==> config.mk <==
export PLATFORM = sky130hd
export DESIGN_NAME = bram_rr_arbiter
export DESIGN_NICKNAME = d
export VERILOG_FILES = /design/src/rtl/bram_rr_arbiter.sv
export SDC_FILE = /design/constraint.sdc
export NUM_CORES = 1
export LEC_CHECK = 0
export ABC_AREA = 1
export CAP_MARGIN = 20
export CORE_AREA = 2 2 121 123
export CTS_BUF_LIST = sky130_fd_sc_hd__clkbuf_8
export CTS_CLUSTER_DIAMETER = 150
export DETAILED_ROUTE_END_ITERATION = 10
export DIE_AREA = 0 0 123 125
export DONT_BUFFER_PORTS = 1
export GPL_TIMING_DRIVEN = 0
export PLACE_DENSITY_LB_ADDON = 0.25
export SYNTH_ARGS = -nofsm -noshare
export SYNTH_HDL_FRONTEND = slang
export SYNTH_SLANG_ARGS = --single-unit
==> constraint.sdc <==
create_clock -name clk -period 4.4 [get_ports clk]
set_input_delay 0.88 -clock clk [delete_from_list [all_inputs] [get_ports clk]]
set_output_delay 0.88 -clock clk [all_outputs]
set_load 0.005 [all_outputs]
==> src/rtl/bram_rr_arbiter.sv <==
// Round-robin, non-preemptive arbiter that shares one single-port BRAM between
// the Wishbone slave path (requester 0) and the UART buffer engine (requester 1).
module bram_rr_arbiter #(
  parameter int unsigned DELAYS = 10,
  parameter int unsigned AW     = 32,
  parameter int unsigned DW     = 32
) (
  input  logic          clk,
  input  logic          rst_n,
  input  logic          r0_valid,
  input  logic [3:0]    r0_wstrb,
  input  logic [AW-1:0] r0_addr,
  input  logic [DW-1:0] r0_wdata,
  output logic          r0_ready,
  output logic [DW-1:0] r0_rdata,
  input  logic          r1_valid,
  input  logic [3:0]    r1_wstrb,
  input  logic [AW-1:0] r1_addr,
  input  logic [DW-1:0] r1_wdata,
  output logic          r1_ready,
  output logic [DW-1:0] r1_rdata,
  output logic          bram_en,
  output logic [3:0]    bram_we,
  output logic [AW-1:0] bram_addr,
  output logic [DW-1:0] bram_di,
  input  logic [DW-1:0] bram_do,
  output logic [1:0]    grant,
  output logic          busy
);

  localparam logic [15:0] DELAYS_C = 16'(DELAYS);

  typedef enum logic [1:0] {
    ST_IDLE   = 2'd0,
    ST_ACCESS = 2'd1,
    ST_DONE   = 2'd2
  } state_t;

  state_t        state_q, state_d;
  logic [15:0]   cnt_q, cnt_d;
  logic          owner_q, owner_d;
  logic          last_grant_q, last_grant_d;
  logic [DW-1:0] rdata_q, rdata_d;

  logic          own_valid_s;
  logic [3:0]    own_wstrb_s;
  logic [AW-1:0] own_addr_s;
  logic [DW-1:0] own_wdata_s;
  logic [1:0]    own_grant_s;

  // Route the current owner's request fields onto a common set of wires
  always_comb begin
    if (owner_q) begin
      own_valid_s = r1_valid;
      own_wstrb_s = r1_wstrb;
      own_addr_s  = r1_addr;
      own_wdata_s = r1_wdata;
      own_grant_s = 2'b10;
    end else begin
      own_valid_s = r0_valid;
      own_wstrb_s = r0_wstrb;
      own_addr_s  = r0_addr;
      own_wdata_s = r0_wdata;
      own_grant_s = 2'b01;
    end
  end

  // Next-state logic: arbitration, access counting, capture and abort
  always_comb begin
    state_d      = state_q;
    cnt_d        = cnt_q;
    owner_d      = owner_q;
    last_grant_d = last_grant_q;
    rdata_d      = rdata_q;
    case (state_q)
      ST_IDLE: begin
        // On a tie the requester that did not win last time gets the bus.
        if (r0_valid && r1_valid) begin
          owner_d = ~last_grant_q;
          cnt_d   = 16'd0;
          state_d = ST_ACCESS;
        end else if (r0_valid) begin
          owner_d = 1'b0;
          cnt_d   = 16'd0;
          state_d = ST_ACCESS;
        end else if (r1_valid) begin
          owner_d = 1'b1;
          cnt_d   = 16'd0;
          state_d = ST_ACCESS;
        end else begin
          state_d = ST_IDLE;
        end
      end
      ST_ACCESS: begin
        // A withdrawn request ends the access without a ready and leaves
        // the round-robin history untouched.
        if (!own_valid_s) begin
          cnt_d   = 16'd0;
          state_d = ST_IDLE;
        end else if (cnt_q == DELAYS_C) begin
          rdata_d = bram_do;
          state_d = ST_DONE;
        end else begin
          cnt_d   = cnt_q + 16'd1;
          state_d = ST_ACCESS;
        end
      end
      ST_DONE: begin
        last_grant_d = owner_q;
        cnt_d        = 16'd0;
        state_d      = ST_IDLE;
      end
      default: begin
        cnt_d   = 16'd0;
        state_d = ST_IDLE;
      end
    endcase
  end

  // Output decode from the current state and owner
  always_comb begin
    bram_en   = 1'b0;
    bram_we   = 4'd0;
    bram_addr = {AW{1'b0}};
    bram_di   = {DW{1'b0}};
    grant     = 2'b00;
    busy      = 1'b0;
    r0_ready  = 1'b0;
    r1_ready  = 1'b0;
    r0_rdata  = {DW{1'b0}};
    r1_rdata  = {DW{1'b0}};
    case (state_q)
      ST_IDLE: begin
        busy = 1'b0;
      end
      ST_ACCESS: begin
        bram_en   = 1'b1;
        bram_addr = own_addr_s;
        bram_di   = own_wdata_s;
        grant     = own_grant_s;
        busy      = 1'b1;
        // Strobes only on the first access cycle so a write lands once.
        if (cnt_q == 16'd0) begin
          bram_we = own_wstrb_s;
        end else begin
          bram_we = 4'd0;
        end
      end
      ST_DONE: begin
        grant = own_grant_s;
        busy  = 1'b1;
        if (owner_q) begin
          r1_ready = 1'b1;
          r1_rdata = rdata_q;
        end else begin
          r0_ready = 1'b1;
          r0_rdata = rdata_q;
        end
      end
      default: begin
        busy = 1'b0;
      end
    endcase
  end

  // State registers with synchronous active-low reset
  always_ff @(posedge clk) begin
    if (!rst_n) begin
      state_q      <= ST_IDLE;
      cnt_q        <= 16'd0;
      owner_q      <= 1'b0;
      last_grant_q <= 1'b1;
      rdata_q      <= {DW{1'b0}};
    end else begin
      state_q      <= state_d;
      cnt_q        <= cnt_d;
      owner_q      <= owner_d;
      last_grant_q <= last_grant_d;
      rdata_q      <= rdata_d;
    end
  end

endmodule

After elaboration in Yosys (flattened, before gate mapping)

Cells that the tools add are included.

Register bits after elaboration: 52
Input bits: 172
Output and inout bits: 138
Logic and storage cells: 55

$add $sub $neg: 1
Equal/unequal tests: 5
Multiplexer cells: 35
Bitwise operators: 1
Reductions and logical operators: 8

Operators by type and width:

| operator                                                                | count |
|---|---|
| 32-bit two-way mux                                                      | 8 |
| 16-bit two-way mux                                                      | 5 |
| 16-bit one-hot mux with 2 select lines                                  | 1 |
| 16-bit by 1-bit adder with 16-bit output (second input constant)        | 1 |
| 16-bit by 4-bit equality test with 1-bit output (second input constant) | 1 |
| 16-bit logical NOT                                                      | 1 |
| 1-bit two-way mux                                                       | 13 |
| 4-bit two-way mux                                                       | 3 |
| 2-bit two-way mux                                                       | 4 |
| 4-bit != test (second input constant)                                   | 1 |
| 2-bit one-hot mux with 2 select lines                                   | 1 |
| 2-bit AND reduction                                                     | 2 |
| 3-bit != test (second input constant)                                   | 1 |
| 3-bit AND reduction                                                     | 1 |
| 3-bit nonzero test                                                      | 1 |
| 2-bit by 1-bit equality test with 1-bit output (second input constant)  | 1 |
| 2-bit equality test (second input constant)                             | 1 |
| 2-bit logical NOT                                                       | 1 |
| 2-bit OR reduction                                                      | 1 |
| 1-bit logical AND                                                       | 1 |
| 1-bit NOT                                                               | 1 |

Longest topological paths before layout

Depth in word-level cells: 4
Depth in mapped cells: 10
Mapped depth without buffers: 9

Worst setup path after synthesis

OpenSTA, ideal clock, no wires.

Kind: register -> output
Start point: reg state_q[1]
End point: out bram_we[0]
Arrival time: 1.355 ns
Required time: 3.520 ns
Path slack: 2.165 ns
Cell stages (with the launch flop): 8
Path buffers: 1
Path through: dfxtp_1 > inv_1 > ha_1 > clkbuf_1 > nand2_1 > nor4_1 > nand2_1 > a21oi_1

Cells in the longest elaborated chain, start to end: 2

Ends and longest elaborated chain:

| what                                           | line | RTL |
|---|---|---|
| from (decl)                                    | 39   | `state_t state_q, state_d;` |
| from (signal assigned)                         | 175  | `state_q <= state_d;` |
| 2-bit by 1-bit equality test with 1-bit output | 132  | `case (state_q)` |
| 4-bit two-way mux                              | 132  |  |
| to (decl)                                      | 23   | `output logic [3:0] bram_we,` |

No other way between the ends.

Worst setup path after layout

Start point: reg state_q[1]
End point: out bram_addr[31]

Cells in the longest elaborated chain, start to end: 2

Ends and longest elaborated chain:

| what                                           | line | RTL |
|---|---|---|
| 2-bit by 1-bit equality test with 1-bit output | 132  |  |
| 32-bit two-way mux                             | 132  |  |
| to (decl)                                      | 24   | `output logic [AW-1:0] bram_addr,` |

No other way between the ends.

==> run metrics <==
Cell variety after synth=25; setup_tns=0 ns; YS warnings=0; CTS root buffer=clkbuf_8; Fillers=roughly 1700; Least-Margin Pin Slew=approximately 0.63 ns; FF/Latch Area=between 1000 and 1500 sq um; crit end category=output port; WP data required=roughly 3.5 ns; Lkg Pwr=about 1.4 nW; worst setup path endpoint=bram_addr[31]; fin crit period=roughly 3.4 ns; Post-Route WL=14520 um; worst rel slew slack=0.5800; post-layout util=0.2846; commonest cells in the netlist=nor2_1 (222), nand2_1 (69), o21ai_0 (66); Final HPWL DP=roughly 12000 um; ys async rst share=0; Pwr per Cell Area=approximately 240 nW/um^2; Worst Setup Path Type=reg2out; Synth Register Bits=52; worst min-delay path class=reg2reg; IO buf count=0; H-tree depth=2; nets=830; Synth Area per Inst=approximately 5.7 sq um; GR peak layer=met2; DRC viols=0; main flop type after synthesis=dfxtp_1; Hold Buf Count CTS=0; Mapped Area=3689 sq um; DIE AREA=between 15000 and 20000 sq um; vias in the first global route=approximately 3700; total of cells resized after clock tree synthesis=0; Total Routing Usage GR=0.1767; EDFF count, synth=0; largest net degree at the start of global routing=19; clk_skew=between 0.009 and 0.01 ns; CTS tree=yes; Max IR drop VDD=around 0.20 mV; max cap viols=0; Crit path arrival time=around 2.6 ns; vias=4178; dominant cell type by area after synthesis=dfxtp_1; Initial DRT Pass Iterations=6; RSZ-0062 raised after global routing=no; r2r startpoint=state_q[1]; global-route met2 utilization=0.2811; syn_nets=approximately 800; Die W=between 100 and 150 um; first-pass GRT wire length=20730 um; met3 GRT Util=0.06889; Via density=4.980; Layout area overhead=9.600%; Setup crit start=state_q[1]; final worst path period share=0.7798; share of cells above drive strength 1=0.05972; WL per Instance=17.31 um; Worst Reg-to-Reg Cells=6; critical path fanouts, max=10; row count=44; Clk pin slew, worst setup/hold paths=~0.1 ns; number of I/O pins=310; most common cell in the netlist=nor2_1; Core Region=14200 sq um; Final GP Congestion=0.9047; Die H=125 um; post-CTS setup buffer count=0; iteration-0 DRC count of the detailed router=163; R2R setup slack=about 2.3 ns; Hold Fails Final Rpt=0; reg2reg end=cnt_q[7]; initial antenna violation count=4; Setup Viol. Count Final=0; area of the multi-input gates=approximately 2200 sq um; initial core utilization=0.2597; clk sink count=52; max-slew violations=0; met1 Resource Use GR=0.2151; highest clock rate=about 0.29 GHz; Max Root-Sink Buffers=2; Post-DRT Antenna Nets=0; largest cells by area after synthesis=dfxtp_1 (28%), nor2_1 (23%), o21ai_0 (9.0%), nand2_1 (7.0%), inv_1 (5.8%); Num CTS Buffers=5; run status=complete, no violations; post-synthesis sequential area ratio=0.2822; CP startpoint kind=flip-flop; count of mapped cells out of synthesis=approximately 650; GRT Residual Overflow=0; Yosys top cell area share=0.2822; Skew-Pair Late Insertion Delay=between 0.3 and 0.4 ns
-- power breakdown --
part,switching [mW],leakage (nW),internal (mW)
combinational,0.119,0.960,0.0401
clock,0.180,0.0607,0.176
sequential,0.00174,0.419,0.473
-- cell usage in the layout, fill, tap and decap left out, drive strengths merged --
master and count:
nand2 70, clkbuf 38, bufinv 1, nand3 19, clkinv 1, nand3b 1
o21ai 99, buf 9, a21oi 54, ha 6, or2 4, nand4 11
dfxtp 52, o21bai 1, diode 2, nor4 1, nor2 225, inv 61
-- area by class of cell --
type | instances | share of cell area
clock inverter | 3 | 0.01238
multi-input combinational | 491 | 0.5531
clock buffer | 5 | 0.01702
buffer | 42 | 0.04612
sequential | 52 | 0.2575
inverter | 60 | 0.05571
antenna | 2 | 0.001238
tap | 184 | 0.05695
-- layer usage --
metal / share of wire / wire (um) / vias up
li1: - / - / 2067
met3: 0.11 / 1645 / 25
met4: 0.032 / 459 / 4
met2: 0.44 / 6396 / 251
met5: 0.0021 / 30 / -
met1: 0.41 / 5987 / 1831
-- worst min-delay path by stage --
stage	end	startpoint	depth (start not counted)	slack, ns
after floorplan	last_grant_q	last_grant_q	2	0.43
after global placement	last_grant_q	last_grant_q	2	0.45
after detailed placement	last_grant_q	last_grant_q	2	0.47
after CTS	rdata_q[5]	rdata_q[5]	2	0.49
after global routing	rdata_q[9]	rdata_q[9]	2	0.51
final	last_grant_q	last_grant_q	2	0.49
-- metrics by stage --
step | hold slack (ns) | instances | power (mW) | setup slack, ns | instance area (sq um)
6_report | 0.4892 | 839 | 0.9895 | 0.9690 | 4043
5_1_grt | 0.5053 | 837 | 1.047 | 0.7357 | 4038
4_1_cts | 0.4893 | 837 | 1.002 | 0.8799 | 4038
3_5_place_dp | 0.4686 | 829 | 0.6447 | 1.247 | 3919
3_3_place_gp | 0.4530 | 829 | 0.6462 | 1.238 | 3919
2_1_floorplan | 0.4287 | 645 | 0.5979 | 2.165 | 3689
-- registers in the layout, indices dropped and copies added (netlist names) --
name,count
rdata_q,32
cnt_q,16
owner_q,1
last_grant_q,1
state_q,2
-- critical path: stages (launching register included) --
cell and delay (ns):
dfxtp_1 0.33, inv_1 0.07, ha_1 0.29, clkbuf_1 0.50
clkbuf_1 0.55, o21ai_0 0.18, nor2_1 0.31
-- cells by family after synthesis --
logic type | Yosys count | synth area share
AO/OA/AOI/OAI | 154 | 0.2218
adder cells (fa/ha/maj) | 6 | 0.02035
buffers and inverters | 102 | 0.1116
flip-flops | 52 | 0.2822
AND/OR/NAND/NOR | 331 | 0.3640
No activity file was read; power rests on OpenSTA's default activity.
